`config.mk`:
```
export PLATFORM = sky130hd
export DESIGN_NAME = pixel_raster_writer
export DESIGN_NICKNAME = d
export VERILOG_FILES = /design/src/rtl/pixel_raster_writer.sv
export SDC_FILE = /design/constraint.sdc
export NUM_CORES = 1
export LEC_CHECK = 0
export ABC_AREA = 1
export ABC_CLOCK_PERIOD_IN_PS = 6100
export BUFFER_PORTS_ARGS = -buffer_cell sky130_fd_sc_hd__buf_2
export CORE_MARGIN = 2
export CORE_UTILIZATION = 55
export DETAILED_ROUTE_END_ITERATION = 7
export PLACE_DENSITY = 0.79
export SYNTH_ARGS = -nofsm -noshare
export SYNTH_HDL_FRONTEND = slang
export SYNTH_SLANG_ARGS = --single-unit
```
`constraint.sdc`:
```
create_clock -name clk -period 6.1 [get_ports clk]
set_clock_uncertainty 0.15 [all_clocks]
set_input_delay 0.61 -clock clk [delete_from_list [all_inputs] [get_ports clk]]
set_output_delay 0.61 -clock clk [all_outputs]
set_load 0.05 [all_outputs]
```
`src/rtl/pixel_raster_writer.sv`:
```
// Converts an MCU-ordered pixel stream into raster-addressed frame-buffer writes,
// cropping pixels that fall outside the image and signalling frame completion.
module pixel_raster_writer #(
    parameter int ADDR_W = 32
) (
    input  logic              clk,
    input  logic              rst,
    input  logic              start,
    input  logic              mode_420,
    input  logic [15:0]       img_width,
    input  logic [15:0]       img_height,
    input  logic [7:0]        r_in,
    input  logic [7:0]        g_in,
    input  logic [7:0]        b_in,
    input  logic              pixel_valid,
    output logic              wr_en,
    output logic [ADDR_W-1:0] wr_addr,
    output logic [23:0]       wr_data,
    output logic              frame_done,
    output logic              busy,
    output logic              overrun
);

    typedef enum logic [1:0] {IDLE, RUN, DRAIN} state_t;
    state_t state, state_nx;

    logic        s16_q;
    logic [15:0] width_q, height_q, cols_q, rows_q;
    logic [3:0]  col_q, row_q;
    logic [15:0] mcu_x_q, mcu_y_q;

    logic        p1_wr, p1_last;
    logic [15:0] p1_x, p1_y;
    logic [23:0] p1_data;

    logic [16:0] w_round, h_round;
    logic [15:0] cols_in, rows_in;
    logic        zero_geom;

    logic        s16_e;
    logic [15:0] width_e, height_e, cols_e, rows_e;
    logic [3:0]  col_e, row_e, smax;
    logic [15:0] mcu_x_e, mcu_y_e, x_c, y_c;
    logic        accept, keep, last;

    always_comb begin
        w_round   = {1'b0, img_width}  + (mode_420 ? 17'd15 : 17'd7);
        h_round   = {1'b0, img_height} + (mode_420 ? 17'd15 : 17'd7);
        cols_in   = mode_420 ? 16'(w_round >> 4) : 16'(w_round >> 3);
        rows_in   = mode_420 ? 16'(h_round >> 4) : 16'(h_round >> 3);
        zero_geom = (img_width == '0) || (img_height == '0);
    end

    // A start in the same cycle as a pixel makes that pixel (0,0) of the new frame,
    // so the "effective" geometry and counters are muxed from the inputs on start.
    always_comb begin
        s16_e    = start ? mode_420   : s16_q;
        width_e  = start ? img_width  : width_q;
        height_e = start ? img_height : height_q;
        cols_e   = start ? cols_in    : cols_q;
        rows_e   = start ? rows_in    : rows_q;
        col_e    = start ? '0 : col_q;
        row_e    = start ? '0 : row_q;
        mcu_x_e  = start ? '0 : mcu_x_q;
        mcu_y_e  = start ? '0 : mcu_y_q;

        smax   = s16_e ? 4'd15 : 4'd7;
        x_c    = (s16_e ? (mcu_x_e << 4) : (mcu_x_e << 3)) + {12'd0, col_e};
        y_c    = (s16_e ? (mcu_y_e << 4) : (mcu_y_e << 3)) + {12'd0, row_e};
        keep   = (x_c < width_e) && (y_c < height_e);
        last   = (col_e == smax) && (row_e == smax) &&
                 (mcu_x_e == cols_e - 16'd1) && (mcu_y_e == rows_e - 16'd1);
        accept = pixel_valid && (start ? !zero_geom : (state == RUN));
    end

    always_comb begin
        state_nx = state;
        if (start) begin
            state_nx = zero_geom ? IDLE : RUN;
        end else begin
            case (state)
                RUN:     if (accept && last) state_nx = DRAIN;
                DRAIN:   if (frame_done)     state_nx = IDLE;
                default: state_nx = state;
            endcase
        end
    end

    assign busy = (state != IDLE);

    always_ff @(posedge clk) begin
        if (rst) begin
            state      <= IDLE;
            s16_q      <= 1'b0;
            width_q    <= '0;
            height_q   <= '0;
            cols_q     <= '0;
            rows_q     <= '0;
            col_q      <= '0;
            row_q      <= '0;
            mcu_x_q    <= '0;
            mcu_y_q    <= '0;
            p1_wr      <= 1'b0;
            p1_last    <= 1'b0;
            p1_x       <= '0;
            p1_y       <= '0;
            p1_data    <= '0;
            wr_en      <= 1'b0;
            wr_addr    <= '0;
            wr_data    <= '0;
            frame_done <= 1'b0;
            overrun    <= 1'b0;
        end else begin
            state <= state_nx;

            if (start) begin
                s16_q    <= mode_420;
                width_q  <= img_width;
                height_q <= img_height;
                cols_q   <= cols_in;
                rows_q   <= rows_in;
            end

            if (accept) begin
                if (col_e == smax) begin
                    col_q <= '0;
                    if (row_e == smax) begin
                        row_q <= '0;
                        if (mcu_x_e == cols_e - 16'd1) begin
                            mcu_x_q <= '0;
                            mcu_y_q <= mcu_y_e + 16'd1;
                        end else begin
                            mcu_x_q <= mcu_x_e + 16'd1;
                            mcu_y_q <= mcu_y_e;
                        end
                    end else begin
                        row_q   <= row_e + 4'd1;
                        mcu_x_q <= mcu_x_e;
                        mcu_y_q <= mcu_y_e;
                    end
                end else begin
                    col_q   <= col_e + 4'd1;
                    row_q   <= row_e;
                    mcu_x_q <= mcu_x_e;
                    mcu_y_q <= mcu_y_e;
                end
                p1_x    <= x_c;
                p1_y    <= y_c;
                p1_data <= {r_in, g_in, b_in};
            end else if (start) begin
                col_q   <= '0;
                row_q   <= '0;
                mcu_x_q <= '0;
                mcu_y_q <= '0;
            end

            p1_wr   <= accept && keep;
            p1_last <= accept && last;

            // Anything in stage 1 on a start edge belongs to the aborted frame.
            wr_en      <= p1_wr && !start;
            frame_done <= start ? zero_geom : p1_last;
            if (p1_wr && !start) begin
                wr_addr <= ADDR_W'(p1_y) * ADDR_W'(width_q) + ADDR_W'(p1_x);
                wr_data <= p1_data;
            end

            if (start)
                overrun <= 1'b0;
            else if (pixel_valid && state == IDLE)
                overrun <= 1'b1;
        end
    end

endmodule

```
Yosys cells after proc, flatten, opt, wreduce, memory -nomap -nowiden
Cells that the tools add are included.

Input port bits: 61. Output and inout bits: 60. Word-level logic and storage cells: 96. Bits in registers: 224.

Equal/unequal tests: 8. Muxes and demuxes: 35. Reduce and logical (&&, ||, !) cells: 19. Order comparisons: 2. $add $sub $neg: 11. $mul: 1.

Operator list (count): 16-bit two-way mux (16); 4-bit two-way mux (9); 16-bit by 1-bit adder with 16-bit output (second input constant) (2); 16-bit by 4-bit adder with 16-bit output (2); 32-bit by 16-bit adder with 32-bit output (1); 16-bit == test (2); 16-bit zero test (2); 16-bit < comparator (2); 16-bit by 16-bit multiplier with 32-bit output (1); 16-bit by 1-bit subtractor with 16-bit output (second input constant) (2); 14-bit two-way mux (2); 16-bit by 17-bit adder with 17-bit output (1); 16-bit by 4-bit adder with 17-bit output (1); 1-bit logical AND (9); 4-bit by 1-bit adder with 4-bit output (second input constant) (2); 4-bit == test (2); 2-bit two-way mux (3); 1-bit two-way mux (4); 2-bit one-hot mux with 2 select lines (1); 3-bit by 2-bit != test with 1-bit output (second input constant) (1); 3-bit != test (second input constant) (1); 3-bit AND reduction (1); 3-bit nonzero test (1); 2-bit by 1-bit == test with 1-bit output (second input constant) (1); other kinds (6) (7).

Longest topological paths before layout
Word-level depth: 12. Gate-level depth with buffers: 33. Depth with buffers taken out: 31.

Worst setup path before layout
Ideal clock, no wire load.

Path kind: register to register. From: register width_q[3]. To: register wr_addr[28]. Data arrival time: 6.185 ns. Library setup time: 0.115 ns. Setup slack: -0.350 ns. Required time: 5.835 ns. Cell stages (with the launch flop): 25. Path buffers: 2. Clock period less this slack: 6.450 ns. Path through: dfxtp_1 clkbuf_1 clkbuf_1 nand2_1 fa_1 fa_1 fa_1 fa_1 inv_1 fa_1 inv_1 fa_1 inv_1 ha_1 a21oi_1 o21a_1 a21boi_0 o21bai_1 a21boi_0 o21ai_0 a21oi_1 o21ai_0 xor2_1 o21ai_0 inv_1.

Word-level cells in the longest chain between the ends: 2.

RTL lines: from (decl) (RTL line 28) `logic [15:0] width_q, height_q, cols_q, rows_q;`; from (signal assigned) (RTL line 118) `width_q <= img_width;`; 16-bit by 16-bit multiplier with 32-bit output (RTL line 164) `wr_addr <= ADDR_W'(p1_y) * ADDR_W'(width_q) + ADDR_W'(p1_x);`; 32-bit by 16-bit adder with 32-bit output (RTL line 164); to (signal assigned) (RTL line 164); to (decl) (RTL line 17) `output logic [ADDR_W-1:0] wr_addr,`.

Every way passes these cells. A chain may end at the register's enable or synchronous reset.

Worst setup path in the final report
From: register width_q[4]. To: register wr_addr[31].

The elaborated chain is that of the path after synthesis.

==> results.md <==
- The flow ran to the end, and the final reports show no timing, DRC or antenna violations.
- The slack of the worst reg-to-reg path is 130 ps.
- The root buffer cell is clkbuf_16.
- At the pin with the least slew margin, the transition time is 1110 ps.
- The library cells used most frequently in the layout, excluding fill and tap cells, are nand2_1, inv_1, nor2_1.
- The sequential fraction of the synthesis area is 20.7%.
- Summed over all instances, the cell type with the most area after synthesis is dfxtp_1.
- The clock net sink count is 224.
- During I/O placement, the number of pins put on the boundary was 121.
- The initial utilization of the core area, before any placement, comes to 55.9%.
- wr_addr holds more flip-flops than any other register.
- The floorplan step set the die height to 203 um.
- The number of vias per cell is 5.33.
- The tightest min-delay check is of the primary input to flop type.
- The worst setup slack after placement is -327 ps.
- The max-slew violation count is 0.
- The gate count after technology mapping is 3117.
- The post-route total power is slightly below 5 mW.
- The post-detailed-route wirelength per cell is 16.7 um.
- The worst slew margin relative to its limit is 26.1%.
- The layout overhead on the synthesized area is 13.6%.
- The number of placement rows is 72.
- The number of hold-slack violations in the final timing report is 0.
- Setup violations remaining at the end of the flow were counted as 0.
- The net count of the finished layout is 3662.
- In this run the worst path has a maximum fanout of 8.
- Once layout is complete, the cells apart from fillers number 3785.
- In the post-synthesis netlist, the biggest area contributors are dfxtp_1, fa_1, nand2_1.
- The initial antenna violation count is 2.
- Clock-pin slew was measured on the worst setup and hold paths at approximately 60 ps.
- The worst ir drop on vdd is 0.187 mV.
- The mean instance size in the synthesized netlist is 6.96 um2.
- Setup repair after global routing could not meet its margin everywhere.
- The register with the most flip-flops in the layout has 32 of them.
- The number of global-route vias before repair is 20000.
- In this run the horizontal extent of the chip is 203 um.
- The critical path is of the flop to flop type.
- The aggregate global-route resource usage is slightly above 30%.
- The final worst-path cycle share is 97.9%.
- The share of the synthesized area in the top cell type is 20.7%.
- The clock tree from TritonCTS is yes.
- The share of post-route cells with drive strength above 1 is 12.9%.
- The minimum setup slack in the final design is 125 ps.
- The area of the core is 38800 um2.
- The total cell area at the placement stage is 23200 um2.
- The half-perimeter wire length after detailed placement is just under 50 mm.
- For the worst setup path, the data required time is around 6400 ps.
- At the worst endpoint, the arrival time is roughly 6300 ps.
- The summed instance area of the synthesized netlist is approximately 22000 um2.
- The pin count of the biggest net entering global routing is 112.
- The critical path endpoint category is a flop.
- The number of vias after detailed routing is a little over 20000.
- The CTS buffer count is 28.
- The net count after synthesis is between 3000 and 4000.
- The netlist uses 54 different library cells.
- The H-tree depth is 1.
- Once layout is done, the placed cells without fillers occupy 24700 um2.
- The smallest clock period supported by the final layout is computed as ~6000 ps.
- The die outline area is 41100 um2.
- The number of register bits inferred by synthesis is around 220.
- Counting flops with an async set or reset pin after synthesis yields a share of 0%.
- For this design the static power due to leakage is 13.4 nW.
- The longest clock path from root to sink contains 3 buffers.
- For the worst-skew pair, the clock arrives at the later sink with an insertion delay of 600 ps.
- The global-route wire length before repair is 102 mm.
- The category of the worst setup path launch point is a flop.
- The wire length reported by the detailed router is 63.2 mm.
- After detailed routing, the number of remaining DRC violations is 0.
- The global placement routability congestion is approximately 0.94.
- For this run, the detailed router's first-pass iteration total came to 6.
- Leaving out fill and tap cells, the most frequent cell in the layout is nand2_1.
- The count of yosys warnings during synthesis is 0.
- The power density relative to cell area is 195 nW/um2.
- The detailed router finished its first iteration with roughly 1700 violations.
- The largest registers in the layout are wr_addr x32, p1_data x24, wr_data x24.
- The maximum frequency from static timing analysis is 167 MHz.
- The placed cell count is approximately 3700.
- After global routing the overflow that remains totals 0.
- The remaining number of nets flagged by the antenna check after routing is 0.
- The total of buffers placed on input and output ports is 120.
- Max-cap violations in this run came to 0.
- The dominant synthesized flop cell is dfxtp_1.
- Yosys mapped a number of flops with a built-in enable equal to 0.
==> report_power, final <==
group | switching (mW) | internal, mW
Sequential | 0.0522 | 1.53
Clock | 0.758 | 1.06
Combinational | 0.880 | 0.517
Total | 1.69 | 3.11
==> layout make-up <==
cell class                 instances  area, um2
antenna                            2       5.00
clock buffer                      31        742
clock inverter                    21        265
inverter                         652       2450
timing repair buffer             233       1510
multi-input combinational       2104      14500
tap                              518        648
sequential                       224       4540
fill                            3372      14200
==> timing repair <==
| action | CTS | global route |
|---|---|---|
| cloned | 0 | 0 |
| endpoints found under the hold margin | 0 | 0 |
| pin swaps | 0 | 37 |
| setup buffers | 0 | 11 |
| hold buffers | 0 | 0 |
| gates resized for setup | 16 | 85 |
| endpoints found under the setup margin | 9 | 11 |
==> synth_stat cells (all sizes together), types with 21 or more instances <==
master  count
a21oi      89
xor2       59
nand4      34
fa        210
nand2     682
ha        148
nand3     139
inv       650
nor3       29
xnor2      21
nor2      411
clkbuf    118
dfxtp     224
o21ai     201
==> cells by family after synthesis <==
group	count (synthesis)	share of synthesized area, %
DFF	224	20.7
adders and majority gates	358	27.9
buffers and inverters	789	13.8
muxes	5	0.231
xor gates and xnor gates	82	3.44
and+or+nand+nor	1309	25.2
AOI/OAI and AO/OA	350	8.80
==> worst paths after layout <==
path,startpoint,endpoint,cells past startpoint
min,b_in[3],p1_data[3],3
min reg2reg,rows_q[14],rows_q[14],2
max reg2reg,width_q[4],wr_addr[31],26
max,width_q[4],wr_addr[31],26
==> routing by layer <==
| layer | part of all wire (%) | wire [um] | track usage, % | up-vias |
|---|---|---|---|---|
| met2 | 47 | 29700 | 52.2 | 731 |
| met3 | 6.3 | 3970 | 4.11 | 141 |
| met5 | 0 | 0 | 0 | - |
| met1 | 43 | 26900 | 40.5 | 9612 |
| li1 | - | - | - | 9708 |
| met4 | 4.2 | 2640 | 11.8 | 0 |
==> worst max-delay path: stages, from the launching register on <==
cell and delay [ps]:
dfxtp_4 370, nand2_1 70, inv_1 50, fa_1 540, inv_1 50, fa_1 470
fa_1 510, inv_1 50, fa_1 470, fa_1 550, inv_1 60, fa_1 520
inv_1 60, ha_4 260, a21oi_1 220, a21boi_4 260, o21bai_4 120, a21boi_2 180
o21ai_2 100, a21oi_2 230, o21ai_2 120, nand2_1 100, nand2_1 80, nand2_2 70
nand3_2 90, nand2_2 90, inv_1 30
==> per-stage QoR <==
step / hold slack [ps] / setup TNS, ps / utilization [%]
6_report: 117 / 0 / 63.5
5_1_grt: 120 / -230 / 63.5
4_1_cts: 103 / 0 / 62.5
3_5_place_dp: 304 / -1600 / 59.8
3_3_place_gp: 290 / -807 / 59.8
2_1_floorplan: 277 / -18.5 / -
(Power assumes the default switching activity.)
